## src/rtl/srt_pkg.sv

```systemverilog
// Shared definitions for the radix-4 SRT divider and its quotient collection logic.
package srt_pkg;
  typedef enum logic [1:0] {IDLE, COLLECT, HOLD} state_t;

  localparam int DW = 3;
  localparam logic signed [DW-1:0] QD_MIN = -3'sd2;
  localparam logic signed [DW-1:0] QD_MAX = 3'sd2;
endpackage

```

## src/rtl/otf_conv_step.sv

```systemverilog
// One radix-4 on-the-fly conversion step: appends a signed digit to Q and QM.
module otf_conv_step
  import srt_pkg::*;
#(
  parameter int QW = 54
) (
  input  logic [QW-1:0] q_cur,
  input  logic [QW-1:0] qm_cur,
  input  logic [DW-1:0] digit,
  output logic [QW-1:0] q_next,
  output logic [QW-1:0] qm_next,
  output logic          illegal
);
  logic [DW-1:0] d_eff;
  logic          pos;
  logic [1:0]    lo_q;
  logic [1:0]    lo_m;

  always_comb begin
    illegal = (signed'(digit) > QD_MAX) || (signed'(digit) < QD_MIN);
    d_eff   = illegal ? '0 : digit;
    pos     = !d_eff[DW-1] && (d_eff != '0);
    // (4+q) and q share the low two bits, as do (3+q) and (q-1)
    lo_q    = d_eff[1:0];
    lo_m    = d_eff[1:0] - 2'd1;
    q_next  = d_eff[DW-1] ? {qm_cur[QW-3:0], lo_q} : {q_cur[QW-3:0], lo_q};
    qm_next = pos ? {q_cur[QW-3:0], lo_m} : {qm_cur[QW-3:0], lo_m};
  end
endmodule

```

## src/rtl/quotient_otf_reg.sv

```systemverilog
// Collects NDIGITS radix-4 quotient digits, converts on the fly, and presents
// the sign-corrected quotient on a valid/ready port.
module quotient_otf_reg
  import srt_pkg::*;
#(
  parameter  int NDIGITS = 27,
  localparam int QW      = 2*NDIGITS,
  localparam int CW      = $clog2(NDIGITS+1)
) (
  input  logic          clk,
  input  logic          reset,
  input  logic          start,
  input  logic          in_valid,
  input  logic [DW-1:0] in_digit,
  input  logic          rem_neg,
  input  logic          out_ready,
  output logic          out_valid,
  output logic [QW-1:0] quotient,
  output logic          busy,
  output logic [CW-1:0] digit_count,
  output logic          err
);
  localparam logic [CW-1:0] LAST = CW'(NDIGITS-1);

  state_t        state;
  logic [QW-1:0] q, qm, q_next, qm_next;
  logic [CW-1:0] cnt;
  logic          illegal;

  otf_conv_step #(.QW(QW)) u_step (
    .q_cur   (q),
    .qm_cur  (qm),
    .digit   (in_digit),
    .q_next  (q_next),
    .qm_next (qm_next),
    .illegal (illegal)
  );

  always_ff @(posedge clk) begin
    if (reset) begin
      state     <= IDLE;
      q         <= '0;
      qm        <= '0;
      cnt       <= '0;
      err       <= 1'b0;
      busy      <= 1'b0;
      out_valid <= 1'b0;
    end else if (start) begin
      // any pending HOLD transfer with out_ready still completes on this edge
      state     <= COLLECT;
      q         <= '0;
      qm        <= '1;
      cnt       <= '0;
      err       <= 1'b0;
      busy      <= 1'b1;
      out_valid <= 1'b0;
    end else begin
      case (state)
        COLLECT: if (in_valid) begin
          q   <= q_next;
          qm  <= qm_next;
          err <= err | illegal;
          cnt <= cnt + CW'(1);
          if (cnt == LAST) begin
            state     <= HOLD;
            busy      <= 1'b0;
            out_valid <= 1'b1;
          end
        end
        HOLD: if (out_ready) begin
          state     <= IDLE;
          out_valid <= 1'b0;
        end
        IDLE:    ;
        default: state <= IDLE;
      endcase
    end
  end

  assign quotient    = out_valid ? (rem_neg ? qm : q) : '0;
  assign digit_count = cnt;
endmodule

```

## config.mk

```make
export PLATFORM = sky130hd
export DESIGN_NAME = quotient_otf_reg
export DESIGN_NICKNAME = d
export VERILOG_FILES = /design/src/rtl/srt_pkg.sv /design/src/rtl/otf_conv_step.sv /design/src/rtl/quotient_otf_reg.sv
export SDC_FILE = /design/constraint.sdc
export NUM_CORES = 1
export LEC_CHECK = 0
export ABC_AREA = 1
export CAP_MARGIN = 10
export CELL_PAD_IN_SITES_DETAIL_PLACEMENT = 1
export CELL_PAD_IN_SITES_GLOBAL_PLACEMENT = 2
export CORE_ASPECT_RATIO = 1.5
export CORE_MARGIN = 5
export CORE_UTILIZATION = 33
export CTS_BUF_LIST = sky130_fd_sc_hd__clkbuf_8 sky130_fd_sc_hd__clkbuf_16
export DETAILED_ROUTE_END_ITERATION = 6
export GPL_TIMING_DRIVEN = 0
export HOLD_SLACK_MARGIN = 0.15
export PLACE_DENSITY_LB_ADDON = 0.1
export SLEW_MARGIN = 10
export SYNTH_ARGS = -nofsm -noshare
export SYNTH_HDL_FRONTEND = slang
export SYNTH_SLANG_ARGS = --single-unit
```

## constraint.sdc

```tcl
create_clock -name clk -period 4.35 [get_ports clk]
set_clock_uncertainty 0.05 [all_clocks]
set_input_delay 0.6525 -clock clk [delete_from_list [all_inputs] [get_ports clk]]
set_output_delay 0.6525 -clock clk [all_outputs]
set_load 0.01 [all_outputs]
```

Yosys cells after proc, flatten, opt, wreduce, memory -nomap -nowiden

Cells that the tools add are included.

Input port bits: 9
Output and inout bits: 62
Bits in registers: 118
Word-level logic and storage cells: 61

Magnitude comparators: 2
Bitwise gates (word level): 2
Add/sub/neg operators: 2
Equal/unequal tests: 10
Multiplexer cells: 21
Reduce and logical (&&, ||, !) cells: 16

Operator list:

| operator            | count |
|---|---|
| $mux 54             | 7 |
| $reduce_and 4->1    | 3 |
| $ne 3x3->1 const B  | 3 |
| $mux 1              | 8 |
| $ne 2x2->1 const B  | 4 |
| $reduce_bool 2->1   | 4 |
| $mux 2              | 3 |
| $pmux 2 s3          | 1 |
| $add 5x1->5 const B | 1 |
| $eq 5x5->1 const B  | 1 |
| $reduce_and 2->1    | 2 |
| $gt 3x3->1 const B  | 1 |
| $lt 3x2->1 const B  | 1 |
| $mux 3              | 1 |
| $reduce_and 3->1    | 1 |
| $reduce_bool 3->1   | 1 |
| $eq 2x1->1 const B  | 1 |
| $eq 2x2->1 const B  | 1 |
| $logic_not 2->1     | 1 |
| $pmux 1 s2          | 1 |
| $reduce_or 2->1     | 1 |
| $sub 2x1->2 const B | 1 |
| $logic_and 1x1->1   | 1 |
| $logic_not 1->1     | 1 |
| 3 further kinds     | 3 |

Logic depth before layout (Yosys ltp)

Gate-level depths: netlist (run 1).

Depth after elaboration: 9
Gate-level depth with buffers: 13
Depth with buffers taken out: 10

By module

From an unflattened synthesis (run 1), not the netlist that was laid out.

Cell total of the unflattened synthesis: 1047
Area total of the unflattened synthesis: 7200.7 µm²

By module, submodules not included:

| module           | sequential area each (µm²) | area each (µm²) | times used | cells an instance |
|---|---|---|---|---|
| quotient_otf_reg | 2362.3                     | 5625.4          | 1          | 685 |
| otf_conv_step    | 0.0                        | 1575.3          | 1          | 362 |

Worst setup path after synthesis (run 1)

Ideal clock, no wire load.

Kind: in2out
From: input rem_neg
To: output quotient[36]
Stages on the path: 6
Path slack: 2.098 ns
Path buffers: 3
Data required time: 3.648 ns
Arrival time: 1.550 ns
Cell sequence: clkbuf_1 > inv_1 > buf_2 > clkbuf_1 > o21ai_0 > a21oi_1

Cells in the longest elaborated chain, start to end: 2

Ends and longest elaborated chain:

| item                  | RTL line               | source |
|---|---|---|
| start, declared       | quotient_otf_reg.sv:15 | `input logic rem_neg,` |
| $mux 54 (2 in series) | quotient_otf_reg.sv:80 | `assign quotient = out_valid ? (rem_neg ? qm : q) : '0;` |
| end, declared         | quotient_otf_reg.sv:18 | `output logic [QW-1:0] quotient,` |

No other way between the ends.

Final worst setup path (run 1)

From: register out_valid
To: output quotient[49]

Cells in the longest elaborated chain, start to end: 1

Ends and longest elaborated chain:

| item                   | RTL line               | source |
|---|---|---|
| start, declared        | quotient_otf_reg.sv:17 | `output logic out_valid,` |
| start signal, assigned | quotient_otf_reg.sv:47 | `out_valid <= 1'b0;` |
| start signal, assigned | quotient_otf_reg.sv:56 | `out_valid <= 1'b0;` |
| start signal, assigned | quotient_otf_reg.sv:67 | `out_valid <= 1'b1;` |
| $mux 54                | quotient_otf_reg.sv:80 |  |

No other way between the ends.

==> impl_metrics.json, run 1 <==
{
  "status": "complete, no violations",
  "finalHoldViolCount": 0,
  "grt_max_degree": 17,
  "synth_mux_area_frac": 0,
  "synth.most_common_cell": "nand2_1",
  "initial_core_util": 0.337,
  "core_area_mm2": 0.0186,
  "worstHoldEndpoint": "err",
  "synth_compound_area_frac": 0.273,
  "cp-start-kind": "flop",
  "r2r_end": "qm[13]",
  "n_antenna_cell": 0,
  "dpl.hpwl_um": 17200,
  "nNetsFinal": 1079,
  "io_pins": 71,
  "cts.sinks": 118,
  "ctsRootBufferMaster": "clkbuf_16",
  "vdd_drop_max_uv": 248,
  "syn2layout_area_growth_pct": 25.7,
  "wl_per_cell_um": 18.0,
  "antenna_left": 0,
  "synth_top_family_by_area": "compound AO/OA/AOI/OAI gates",
  "h-tree-depth": 4,
  "place.port_buffers": 69,
  "syn_nets": 991,
  "synth_xor_area_frac": 0,
  "crit_fanout": 10,
  "fp.dieW_um": 123,
  "synth-seq-cells": 118,
  "grt_pass1_vias": 7063,
  "fin_tns_setup_ps": 0,
  "synth_commonest_cells": "181 x nand2_1, 166 x o21ai_0, 156 x nor2_1",
  "final_max_slew_viol_count": 0,
  "drive_gt1_frac": 0.0787,
  "worstPathRequired_ps": 3650,
  "rsz0062_at_grt": "false",
  "synthFlopType": "dfxtp_1",
  "ys_seq_area_frac": 0.376,
  "cts_max_path_buffers": 2,
  "synth-simple-area-share": 0.221,
  "power.density_mw_per_mm2": 386,
  "gp_congestion": 0.798,
  "antenna_found_initial": 0,
  "dp.cells": 1300,
  "setup_viol": 0,
  "vias_per_cell": 5.03,
  "min_path_cells": 2,
  "final_cells": 1332,
  "cap_violations": 0,
  "tightest_slew_ps": 733,
  "fmax_mhz": 294,
  "vias": 6695,
  "overflow": 0,
  "first_pass_iters": 4,
  "r2r_start": "state[1]",
  "rr_worst_depth": 7,
  "drc": 0,
  "cts_tree": "done",
  "synth_cells": 979,
  "synthAdderAreaFrac": 0.00598,
  "critPathCaptureType": "output pin",
  "post-cts-setup-buffers": 0,
  "syn-cell-area_mm2": 0.00627,
  "fin_crit_sh": 0.783,
  "grt.total_usage": 0.229,
  "synth_top_cell_area_share": 0.376,
  "reg2reg_slack_ps": 2650,
  "synth_edf_count": 0,
  "hold_buffers": 0,
  "die_area_mm2": 0.0219,
  "fillers": 2513,
  "critPathArrivalTime_ps": 2700,
  "critPathKind": "flop to output pin",
  "post_cts_resized": 0,
  "synth_largest_area_cell": "dfxtp_1",
  "finalCriticalPeriod_ps": 3410,
  "grt_pass1_wl_um": 38700,
  "row_count": 61,
  "min_path_type": "flop to flop",
  "yosysWarnings": 0,
  "ys_top_cells_by_area": "dfxtp_1 38%, o21ai_0 13%, nand2_1 11%, nor2_1 9.3%, a21oi_1 8.2%",
  "clk-insertion-delay-late_ps": 420,
  "p_leak_nw": 3.23,
  "startpoint": "out_valid",
  "avgSynthCellArea_um2": 6.41,
  "max_slew_margin": 0.512,
  "synth.distinct_cells": 24,
  "min-delay-start": "err",
  "path_clk_slew_ps": 60,
  "first_iter_violations": 244,
  "numCtsBuffers": 17,
  "async_flop_share": 0,
  "die_y_um": 179,
  "wirelength_um": 24000
}
## how the worst max path moves through the flow
stage                              end  slack (ps)  cells past startpoint
final                     quotient[49]         940                      5
after global routing       quotient[3]         730                      5
after CTS                 quotient[22]         850                      5
after detailed placement  quotient[49]        1110                      6
after global placement    quotient[49]        1100                      6
after floorplan           quotient[36]        2100                      6
## through the flow
stage / setup WS (ps) / util / hold slack (ps) / power (mW) / cell area, um2
5_1_grt: 733 / 0.424 / 442 / 3.18 / 7890
3_5_place_dp: 1110 / 0.391 / 413 / 1.60 / 7280
3_3_place_gp: 1100 / 0.391 / 409 / 1.59 / 7280
2_1_floorplan: 2100 / - / 425 / 1.45 / 6270
6_report: 944 / 0.424 / 429 / 3.04 / 7890
4_1_cts: 849 / 0.424 / 431 / 3.07 / 7890
## power breakdown
group          switching, mW  leakage, nW  internal (mW)
logic                  0.260         1.96          0.116
registers             0.0495        0.972           1.14
clock network          0.547        0.295          0.927
## layout make-up
cell class,instances,area [um2],area share
flip-flops and latches,118,2360,0.299
well taps,252,315,0.0400
clock buffers,19,453,0.0574
inverters,106,400,0.0508
plain buffers,73,379,0.0481
clock inverters,13,155,0.0197
multi-input cells,682,3130,0.397
repair buffers,69,691,0.0875
## routing by layer
layer  vias to the layer above  global-route usage  wire [um]
li1                       3345                   -          -
met1                      3245               0.272      10100
met2                        86               0.420      12800
met3                        19              0.0313        587
met4                         0              0.0715        451
met5                         -                   0          0
## logic make-up (layout without fill, tap and decap cells)
family                     Yosys count  after routing
AOI/OAI and AO/OA                  325            325
adders and majority gates            3              3
buffers and inverters              179            280
DFF                                118            118
and+or+nand+nor                    354            354
## cells in the final DEF, fill, tap and decap left out, drive strengths merged
cell / synthesis / layout
o21ai: 188 / 188
nand2: 182 / 182
nor2: 158 / 158
dfxtp: 118 / 118
inv: 106 / 106
a21oi: 103 / 103
clkdlybuf4s50: 0 / 69
clkbuf: 34 / 53
buf: 39 / 39
o211ai: 34 / 34
nand3: 12 / 12
clkinv: 0 / 7
ha: 3 / 3
clkinvlp: 0 / 3
bufinv: 0 / 3
or2: 1 / 1
nand4: 1 / 1
## state kept, by name, indices dropped and copies added, names as in the netlist
signal / flops
busy: 1
qm: 54
state: 2
q: 54
err: 1
digit_count: 5
out_valid: 1
## worst max-delay path: stages (launching register included)
cell and delay (ps):
dfxtp_1 330, clkbuf_1 560, clkbuf_1 390, o21ai_0 150, a21oi_1 260, clkdlybuf4s50_1 590
Power figures use the tool's default switching activity.
==> inputs of run 2 (changes only) <==
--- a/config.mk
+++ b/config.mk
@@ -11,7 +11,7 @@
 export CELL_PAD_IN_SITES_GLOBAL_PLACEMENT = 2
 export CORE_ASPECT_RATIO = 1.5
 export CORE_MARGIN = 5
-export CORE_UTILIZATION = 33
+export CORE_UTILIZATION = 31
 export CTS_BUF_LIST = sky130_fd_sc_hd__clkbuf_8 sky130_fd_sc_hd__clkbuf_16
 export DETAILED_ROUTE_END_ITERATION = 6
 export GPL_TIMING_DRIVEN = 0
==> constraint.sdc (replaced) <==
create_clock -name clk -period 3.4 [get_ports clk]
set_clock_uncertainty 0.05 [all_clocks]
set_input_delay 0.51 -clock clk [delete_from_list [all_inputs] [get_ports clk]]
set_output_delay 0.51 -clock clk [all_outputs]
set_load 0.01 [all_outputs]
==> impl_metrics.json, run 2 (synthesis gave the netlist of run 1 again) <==
{
  "min_path_type": "flop to flop",
  "place.port_buffers": 69,
  "vdd_drop_max_uv": 272,
  "syn2layout_area_growth_pct": 25.0,
  "wl_per_cell_um": 18.4,
  "io_pins": 71,
  "gp_congestion": 0.784,
  "critPathArrivalTime_ps": 2510,
  "finalHoldViolCount": 0,
  "worstPathRequired_ps": 2840,
  "path_clk_slew_ps": 60,
  "cp_cell_sequence": "clkbuf_2 -> clkbuf_1 -> o21ai_0 -> a21oi_1 -> clkdlybuf4s50_1",
  "cp-start-kind": "flop",
  "critPathCaptureType": "output pin",
  "path_buf_inv": 3,
  "initial_core_util": 0.316,
  "p_leak_nw": 3.21,
  "nNetsFinal": 1079,
  "tightest_slew_ps": 700,
  "dpl.hpwl_um": 17600,
  "drc": 0,
  "final_max_slew_viol_count": 0,
  "vias_per_cell": 5.04,
  "critPathSlowestCell": "clkdlybuf4s50_1",
  "status": "complete, no violations",
  "place_area_mm2": 0.00729,
  "wirelength_um": 24700,
  "numCtsBuffers": 17,
  "first_iter_violations": 270,
  "cts.sinks": 118,
  "critPathKind": "flop to output pin",
  "overflow": 0,
  "die_area_mm2": 0.0232,
  "ctsRootBufferMaster": "clkbuf_16",
  "fp.dieW_um": 126,
  "setup_ws_ps": 332,
  "final_cells": 1339,
  "drive_gt1_frac": 0.0778,
  "post-cts-setup-buffers": 0,
  "pre_cts_ws_ps": 351,
  "final_common_cell": "nand2_1",
  "hold_buffers": 0,
  "grt_pass1_wl_um": 39700,
  "cts_tree": "done",
  "setup_viol": 0,
  "slowest_delay_ps": 580,
  "fillers": 2622,
  "h-tree-depth": 4,
  "row_count": 63,
  "crit_fanout": 10,
  "die_y_um": 184,
  "power.density_mw_per_mm2": 476,
  "vias": 6746,
  "antenna_left": 0,
  "fmax_mhz": 326,
  "grt.total_usage": 0.216,
  "clk-insertion-delay-late_ps": 410,
  "n_antenna_cell": 0,
  "grt_pass1_vias": 7135,
  "cts_max_path_buffers": 2,
  "final_util": 0.395,
  "design_area_mm2": 0.00784,
  "post_cts_resized": 0,
  "grt_max_degree": 17,
  "most-common-layout-cells": "181 x nand2_1, 166 x o21ai_0, 156 x nor2_1, 118 x dfxtp_1, 103 x a21oi_1",
  "path_delay_family": "buffers and inverters",
  "antenna_found_initial": 0,
  "finalCriticalPeriod_ps": 3070,
  "cap_violations": 0,
  "dp.cells": 1308,
  "max_slew_margin": 0.533,
  "fin_tns_setup_ps": 0,
  "first_pass_iters": 5,
  "power_mw": 3.73,
  "fin_crit_sh": 0.902,
  "core_area_mm2": 0.0199,
  "whs_ps": 423,
  "rsz0062_at_grt": "false"
}
-- run 2: final timing paths --
kind,startpoint,endpoint,slack (ps),cells past startpoint
setup / recovery,out_valid,quotient[3],330,5
hold / removal,busy,busy,420,2
setup reg to reg,state[0],qm[13],1670,6
hold reg to reg,busy,busy,420,2
-- run 2: final cells by class --
class | count | area (um2) | area share
inverters | 106 | 400 | 0.0511
flip-flops and latches | 118 | 2360 | 0.301
repair buffers | 69 | 691 | 0.0881
multi-input cells | 682 | 3130 | 0.399
plain buffers | 73 | 380 | 0.0485
well taps | 260 | 325 | 0.0415
clock buffers | 20 | 467 | 0.0595
clock inverters | 11 | 83.8 | 0.0107
-- run 2: worst reg2reg max path: stages (launching register included) --
cell and delay (ps):
dfxtp_1 400, nand3_4 210, nor2_4 300, inv_2 190
buf_2 250, nor2_1 180, nor2_1 50
-- run 2: power breakdown --
group          switching, mW  leakage (nW)  internal [mW]
sequential            0.0639         0.972           1.46
combinational          0.342          1.96          0.149
clock                  0.666         0.278           1.05
-- run 2: routing by layer --
layer | routed length, um | share of wire | vias to the layer above | global-route usage
li1 | - | - | 3342 | -
met1 | 10600 | 0.43 | 3278 | 0.247
met2 | 13100 | 0.53 | 96 | 0.414
met3 | 530 | 0.021 | 30 | 0.0325
met4 | 456 | 0.018 | 0 | 0.0601
met5 | 0 | 0 | - | 0
